## src/rtl/cpu_pkg.sv

```systemverilog
// Shared definitions for the single-cycle MIPS core.
// Holds the decoder jump classes, the fetch FSM states and the instruction field positions.
package cpu_pkg;

    // Jump classes produced by the decoder for the held instruction
    localparam logic [2:0] JT_NONE = 3'b000;
    localparam logic [2:0] JT_BEQ  = 3'b001;
    localparam logic [2:0] JT_JREG = 3'b011;
    localparam logic [2:0] JT_J    = 3'b100;

    // Fetch controller states
    typedef enum logic [1:0] {
        FS_REQ  = 2'd0,
        FS_WAIT = 2'd1,
        FS_HOLD = 2'd2
    } fetch_state_t;

    // Instruction field positions (MIPS32 R/I/J formats)
    localparam int OPCODE_HI = 31;
    localparam int OPCODE_LO = 26;
    localparam int RS_HI     = 25;
    localparam int RS_LO     = 21;
    localparam int RT_HI     = 20;
    localparam int RT_LO     = 16;
    localparam int RD_HI     = 15;
    localparam int RD_LO     = 11;
    localparam int SHAMT_HI  = 10;
    localparam int SHAMT_LO  = 6;
    localparam int FUNCT_HI  = 5;
    localparam int FUNCT_LO  = 0;
    localparam int IMM_HI    = 15;
    localparam int IMM_LO    = 0;
    localparam int TARGET_HI = 25;
    localparam int TARGET_LO = 0;
    localparam int TARGET_W  = TARGET_HI - TARGET_LO + 1;

    // True when the held instruction takes the pseudo-direct {pc+4[31:28], target, 00} path:
    // plain J, or JAL which the decoder reports as the register-jump class with link set.
    function automatic logic is_direct_jump(input logic [2:0] jump_type, input logic link);
        return (jump_type == JT_J) || ((jump_type == JT_JREG) && link);
    endfunction

endpackage

```

## src/rtl/next_pc_calc.sv

```systemverilog
// Next program counter selection for the held instruction.
// Purely combinational: sequential, BEQ, pseudo-direct (J/JAL) or register (JR) target.
module next_pc_calc
    import cpu_pkg::*;
#(
    parameter int DWIDTH = 32
) (
    input  logic [DWIDTH-1:0]   pc_plus4,
    input  logic [2:0]          jump_type,
    input  logic                link,
    input  logic [TARGET_W-1:0] jump_addr,
    input  logic [DWIDTH-1:0]   imm,
    input  logic                alu_zero,
    input  logic [DWIDTH-1:0]   reg_target,
    output logic [DWIDTH-1:0]   next_pc
);

    logic signed [DWIDTH-1:0] branch_ofs;
    logic [DWIDTH-1:0]        branch_target;
    logic [DWIDTH-1:0]        direct_target;
    logic [DWIDTH-1:0]        reg_aligned;

    // Branch offset is in words; arithmetic shift keeps the sign, addition wraps modulo 2^DWIDTH
    assign branch_ofs    = $signed(imm) <<< 2;
    assign branch_target = pc_plus4 + $unsigned(branch_ofs);

    // Pseudo-direct target keeps the top nibble of pc+4
    assign direct_target = {pc_plus4[DWIDTH-1:TARGET_W+2], jump_addr, 2'b00};

    // JR target is forced word aligned
    assign reg_aligned   = reg_target & ~DWIDTH'(3);

    // Select next PC by jump class; unknown classes fall through to sequential
    always_comb begin
        next_pc = pc_plus4;
        if (is_direct_jump(jump_type, link)) begin
            next_pc = direct_target;
        end else begin
            case (jump_type)
                JT_BEQ:  next_pc = alu_zero ? branch_target : pc_plus4;
                JT_JREG: next_pc = reg_aligned;
                default: next_pc = pc_plus4;
            endcase
        end
    end

endmodule

```

## src/rtl/instr_fetch.sv

```systemverilog
// Instruction-fetch stage: owns the PC, issues one word request at a time, holds the
// returned instruction until the core retires it, then moves to the selected next PC.
module instr_fetch
    import cpu_pkg::*;
#(
    parameter int               DWIDTH   = 32,
    parameter logic [DWIDTH-1:0] RESET_PC = '0
) (
    input  logic                clk,
    input  logic                rst,
    input  logic                flush,
    output logic                imem_req_valid,
    input  logic                imem_req_ready,
    output logic [DWIDTH-1:0]   imem_addr,
    input  logic                imem_rsp_valid,
    input  logic [DWIDTH-1:0]   imem_rsp_data,
    output logic                instr_valid,
    output logic [DWIDTH-1:0]   instr,
    output logic [DWIDTH-1:0]   instr_pc,
    output logic [DWIDTH-1:0]   pc_plus4,
    input  logic                exec_ready,
    input  logic [2:0]          jump_type,
    input  logic                link,
    input  logic [TARGET_W-1:0] jump_addr,
    input  logic [DWIDTH-1:0]   imm,
    input  logic                alu_zero,
    input  logic [DWIDTH-1:0]   reg_target,
    output logic [31:0]         retired_count
);

    fetch_state_t      state, state_nxt;
    logic [DWIDTH-1:0] pc_q;
    logic [DWIDTH-1:0] instr_q;
    logic [DWIDTH-1:0] instr_pc_q;
    logic [31:0]       retired_count_q;
    logic              discard_q;
    logic [DWIDTH-1:0] next_pc;

    logic              req_fire;
    logic              rsp_take;
    logic              retire;
    logic              discard_set;

    assign imem_addr     = pc_q;
    assign instr         = instr_q;
    assign instr_pc      = instr_pc_q;
    assign pc_plus4      = instr_pc_q + DWIDTH'(4);
    assign instr_valid   = (state == FS_HOLD);
    assign retired_count = retired_count_q;

    next_pc_calc #(
        .DWIDTH(DWIDTH)
    ) u_next_pc (
        .pc_plus4  (pc_plus4),
        .jump_type (jump_type),
        .link      (link),
        .jump_addr (jump_addr),
        .imm       (imm),
        .alu_zero  (alu_zero),
        .reg_target(reg_target),
        .next_pc   (next_pc)
    );

    // Fetch state register
    always_ff @(posedge clk or posedge rst) begin
        if (rst) begin
            state <= FS_REQ;
        end else begin
            state <= state_nxt;
        end
    end

    // Next state, request handshake and retire/latch strobes; flush overrides everything
    always_comb begin
        state_nxt      = state;
        imem_req_valid = 1'b0;
        req_fire       = 1'b0;
        rsp_take       = 1'b0;
        retire         = 1'b0;
        case (state)
            FS_REQ: begin
                // No new request while a stale response is still owed to us
                imem_req_valid = !discard_q;
                if (!discard_q && imem_req_ready) begin
                    req_fire  = 1'b1;
                    state_nxt = FS_WAIT;
                end
            end
            FS_WAIT: begin
                if (imem_rsp_valid) begin
                    rsp_take  = 1'b1;
                    state_nxt = FS_HOLD;
                end
            end
            FS_HOLD: begin
                if (exec_ready) begin
                    retire    = 1'b1;
                    state_nxt = FS_REQ;
                end
            end
            default: state_nxt = FS_REQ;
        endcase
        if (flush) begin
            rsp_take  = 1'b0;
            retire    = 1'b0;
            state_nxt = FS_REQ;
        end
    end

    // A flush leaves a response owed when we are waiting without it, or a request was just accepted
    assign discard_set = flush &&
                         (((state == FS_WAIT) && !imem_rsp_valid) || req_fire);

    // Discard flag: drop exactly one response after an abandoned fetch
    always_ff @(posedge clk or posedge rst) begin
        if (rst) begin
            discard_q <= 1'b0;
        end else if (discard_set) begin
            discard_q <= 1'b1;
        end else if (imem_rsp_valid) begin
            discard_q <= 1'b0;
        end
    end

    // Program counter: restart on flush, advance on retire
    always_ff @(posedge clk or posedge rst) begin
        if (rst) begin
            pc_q <= RESET_PC;
        end else if (flush) begin
            pc_q <= RESET_PC;
        end else if (retire) begin
            pc_q <= next_pc;
        end
    end

    // Holding register for the fetched instruction and its address
    always_ff @(posedge clk or posedge rst) begin
        if (rst) begin
            instr_q    <= '0;
            instr_pc_q <= '0;
        end else if (rsp_take) begin
            instr_q    <= imem_rsp_data;
            instr_pc_q <= pc_q;
        end
    end

    // Retired-instruction counter, free-running wrap, survives flush
    always_ff @(posedge clk or posedge rst) begin
        if (rst) begin
            retired_count_q <= '0;
        end else if (retire) begin
            retired_count_q <= retired_count_q + 32'd1;
        end
    end

endmodule

```

## config.mk

```make
export PLATFORM = sky130hd
export DESIGN_NAME = instr_fetch
export DESIGN_NICKNAME = d
export VERILOG_FILES = /design/src/rtl/cpu_pkg.sv /design/src/rtl/next_pc_calc.sv /design/src/rtl/instr_fetch.sv
export SDC_FILE = /design/constraint.sdc
export NUM_CORES = 1
export LEC_CHECK = 0
export ABC_AREA = 1
export CORE_UTILIZATION = 40
export DETAILED_ROUTE_END_ITERATION = 12
export PLACE_DENSITY = 0.7
export SLEW_MARGIN = 20
export SYNTH_ARGS = -nofsm -noshare
export SYNTH_HDL_FRONTEND = slang
export SYNTH_HIERARCHICAL = 1
export SYNTH_SLANG_ARGS = --single-unit
```

## constraint.sdc

```tcl
create_clock -name clk -period 5.95 [get_ports clk]
set_input_delay 1.19 -clock clk [delete_from_list [all_inputs] [get_ports clk]]
set_output_delay 1.19 -clock clk [all_outputs]
set_load 0.01 [all_outputs]
```

==> impl_metrics.yaml <==
critical_path:
  path_delay_family: "simple AND/OR/NAND/NOR gates"
  startpoint_type: "flip-flop"
  crit_fanout: 5
  criticalPathCategory: "flip-flop to primary output"
  max_stage_delay_ns: 0.63
  arrival_ns: 2.95
  worstPathRequired_ns: 4.76
  cp-end-kind: "primary output"
  worst-path-buf-inv: 1
  cp_slowest_cell: "clkdlybuf4s50_1"
  crit_chain: "ha_1, nand3_2, nor3_4, nand2_1, nor2_1, xor2_1, clkdlybuf4s50_1"
clock_tree:
  ctsResizeCount: 0
  cts-buffers-inserted: 17
  cts_sinks: 131
  clkTransAtPathRegs_ns: 0.06
  cts_root_buf: "clkbuf_16"
  cts_tree: "built"
  cts-hold-fix-buffers: 0
  clk_latency_ns: 0.41
  postCtsSetupRepairBufs: 0
  cts_buffer_depth: 2
  cts_max_level: 4
detailed_routing:
  drtPass1Iterations: 5
  routed_wl_mm: 33.18
  drt_iter0_markers: 700
  route.vias.total: 10017
  wl_per_cell_um: 16.83
  final_antenna_net_count: 0
  drc: 0
  avgViaCountPerCell: 5.082
global_routing:
  grt_max_degree: 66
  grt_pass1_wl_mm: 52.18
  overflow: 0
  antenna_found_initial: 1
  grt_pass1_vias: 9897
  grt_usage_pct: 27.83
layout:
  fillers: 2182
  regArea_sq_um: 3278
  area_delta_synth_final_pct: 40.10
  utilization_pct: 57.86
  nets: 1809
  final_layout_size_suffix_gt1_share_pct: 7.906
  multi_input_area_sq_um: 5331
timing:
  tightest_slew_ns: 0.6989
  slew_headroom_pct: 53.41
  min_period_over_period_pct: 69.59
  final.setup.tns_ns: 0
  report.final.slew_viol_count: 0
  finalHoldViolCount: 0
  rsz0062_at_grt: "false"
  timing.hold.ws_ns: 0.4952
  fin_crit_ns: 4.141
  setup_viol: 0
  fin_worst_skew_ns: 0.007144
  fmax_mhz: 241.5
floorplanning:
  die_h_um: 155.8
  core.rowCount: 55
  io_pins: 295
  core-area_sq_um: 22920
  die_w_um: 155.8
  initial_core_util_pct: 41.30
  die_area_sq_um: 24280
power_and_ir_drop:
  power_density_nw_per_um2: 218.1
  peakVddDrop_mv: 0.2545
  total_power_mw: 2.892
  p_leak_nw: 5.997
placement:
  io_buffers: 290
  routabilityCongestion: 1.005
  post-dp-hpwl_mm: 26.37
run_status:
  status: "finished clean"
synth:
  synth-async-reset-ratio_pct: 100.0
  postSynthCellCount: 1365
  yosysWarnings: 6
  synth_edf_count: 0
  yosysSeqAreaShare_pct: 34.64
  synth_cell_types: 41
  ys_ff_latch: 131
  synth_area_sq_um: 9464
  syn-num-nets: 1530
  syn_avg_cell_area_sq_um: 6.933
  synth-main-ff-cell: "dfrtp_1"
hold_path:
  min_path_type: "flip-flop to flip-flop"
flow_run:
  drv_cap: 0
-- cells by family after synthesis --
group	Yosys count	synth area share [%]
muxes	32	3.808
xor gates and xnor gates	44	4.072
buffers and inverters	213	9.135
adders and majority gates	32	4.310
and+or+nand+nor	745	33.66
AOI/OAI and AO/OA	168	10.38
DFF	131	34.64
-- power breakdown --
part	internal, mW	switching, mW
Clock	0.721	0.413
Combinational	0.386	0.314
Sequential	0.994	0.0633
-- synthesized netlist by cell type, types with 7 or more instances --
master	instances	area, sq um
inv_1	166	623.1
xor2_1	28	245.2
o21ai_1	8	40.04
nor2_1	156	585.6
ha_1	31	387.9
xnor2_1	16	140.1
nand3_2	7	70.07
a221oi_1	22	192.7
nand2_1	440	1652
nand4_1	12	75.07
a31oi_1	8	50.05
nand3_1	63	315.3
buf_2	13	65.06
mux2_2	32	360.4
nor2_4	7	78.83
clkbuf_1	11	41.29
inv_2	10	37.54
nor2_2	12	75.07
nor3_1	16	80.08
nand2_2	12	75.07
o21ai_0	74	370.4
buf_4	10	75.07
a21oi_1	40	200.2
dfrtp_1	131	3278
-- metrics by stage --
step | setup slack [ns] | cells | cell area (sq um)
CTS | 1.813 | 1970 | 13250
floorplan | 1.262 | 1365 | 9464
global route | 1.657 | 1971 | 13260
global placement | 2.233 | 1938 | 12610
finish | 1.809 | 1971 | 13260
detailed placement | 2.170 | 1938 | 12610
-- routing by layer --
metal | track usage (%) | wire (um) | vias to the layer above
li1 | - | - | 4917
met5 | 0 | 0 | -
met4 | 11.11 | 1030 | 0
met3 | 6.694 | 3153 | 61
met1 | 35.06 | 13590 | 4631
met2 | 45.77 | 15400 | 408
-- final timing paths --
kind / slack (ns) / startpoint / end / cells after the start
worst max-delay path: 1.81 / instr_pc[3]$_DFFE_PP0P_ / pc_plus4[16] / 7
worst min-delay path: 0.50 / retired_count[31]$_DFFE_PP0P_ / retired_count[31]$_DFFE_PP0P_ / 2
worst max register to register: 2.10 / instr_pc[8]$_DFFE_PP0P_ / imem_addr[29]$_DFFE_PP0P_ / 20
worst min register to register: 0.50 / retired_count[31]$_DFFE_PP0P_ / retired_count[31]$_DFFE_PP0P_ / 2
max in group asynchronous: 3.74 / rst / instr[12]$_DFFE_PP0P_ / 3
min in group asynchronous: 1.14 / rst / instr[20]$_DFFE_PP0P_ / 2
-- sequential cells by signal (all words and copies together) (netlist names) --
register,cells
imem_addr,32
instr,32
instr_pc,32
retired_count,32
state,2
discard_q,1
-- cell usage in the layout, fill, tap and decap left out, drive strengths merged, types with 22 or more instances in the layout --
master,n
clkdlybuf4s50,290
nand3,71
dfrtp,131
nor3,22
inv,180
o21ai,82
mux2,32
xor2,28
a21oi,42
a221oi,22
nand2,452
ha,31
nor2,175
-- worst reg2reg max path, cell delays in order, from the launching register on --
cell and delay (ns):
dfrtp_1 0.47, nand2_1 0.16, nor2_1 0.20, nand4_1 0.11, nor2_1 0.33, xor2_1 0.52
ha_1 0.39, nand2_2 0.16, inv_1 0.05, a21oi_1 0.28, nand3_2 0.19, nand2_1 0.16
nand2_1 0.07, nand2_1 0.06, nand3_1 0.09, nand2_1 0.09, nand2_1 0.05, nand2_1 0.05
nand2_1 0.06, nand2_1 0.09, o21ai_0 0.12
-- cell type report --
type | instances | share of cell area [%]
inverters | 177 | 5.030
clock buffers | 19 | 3.341
well taps | 313 | 2.954
multi-input cells | 1021 | 40.21
clock inverters | 13 | 1.491
diodes | 1 | 0.01887
flip-flops and latches | 131 | 24.72
repair buffers | 296 | 22.23
Power figures use the tool's default switching activity.
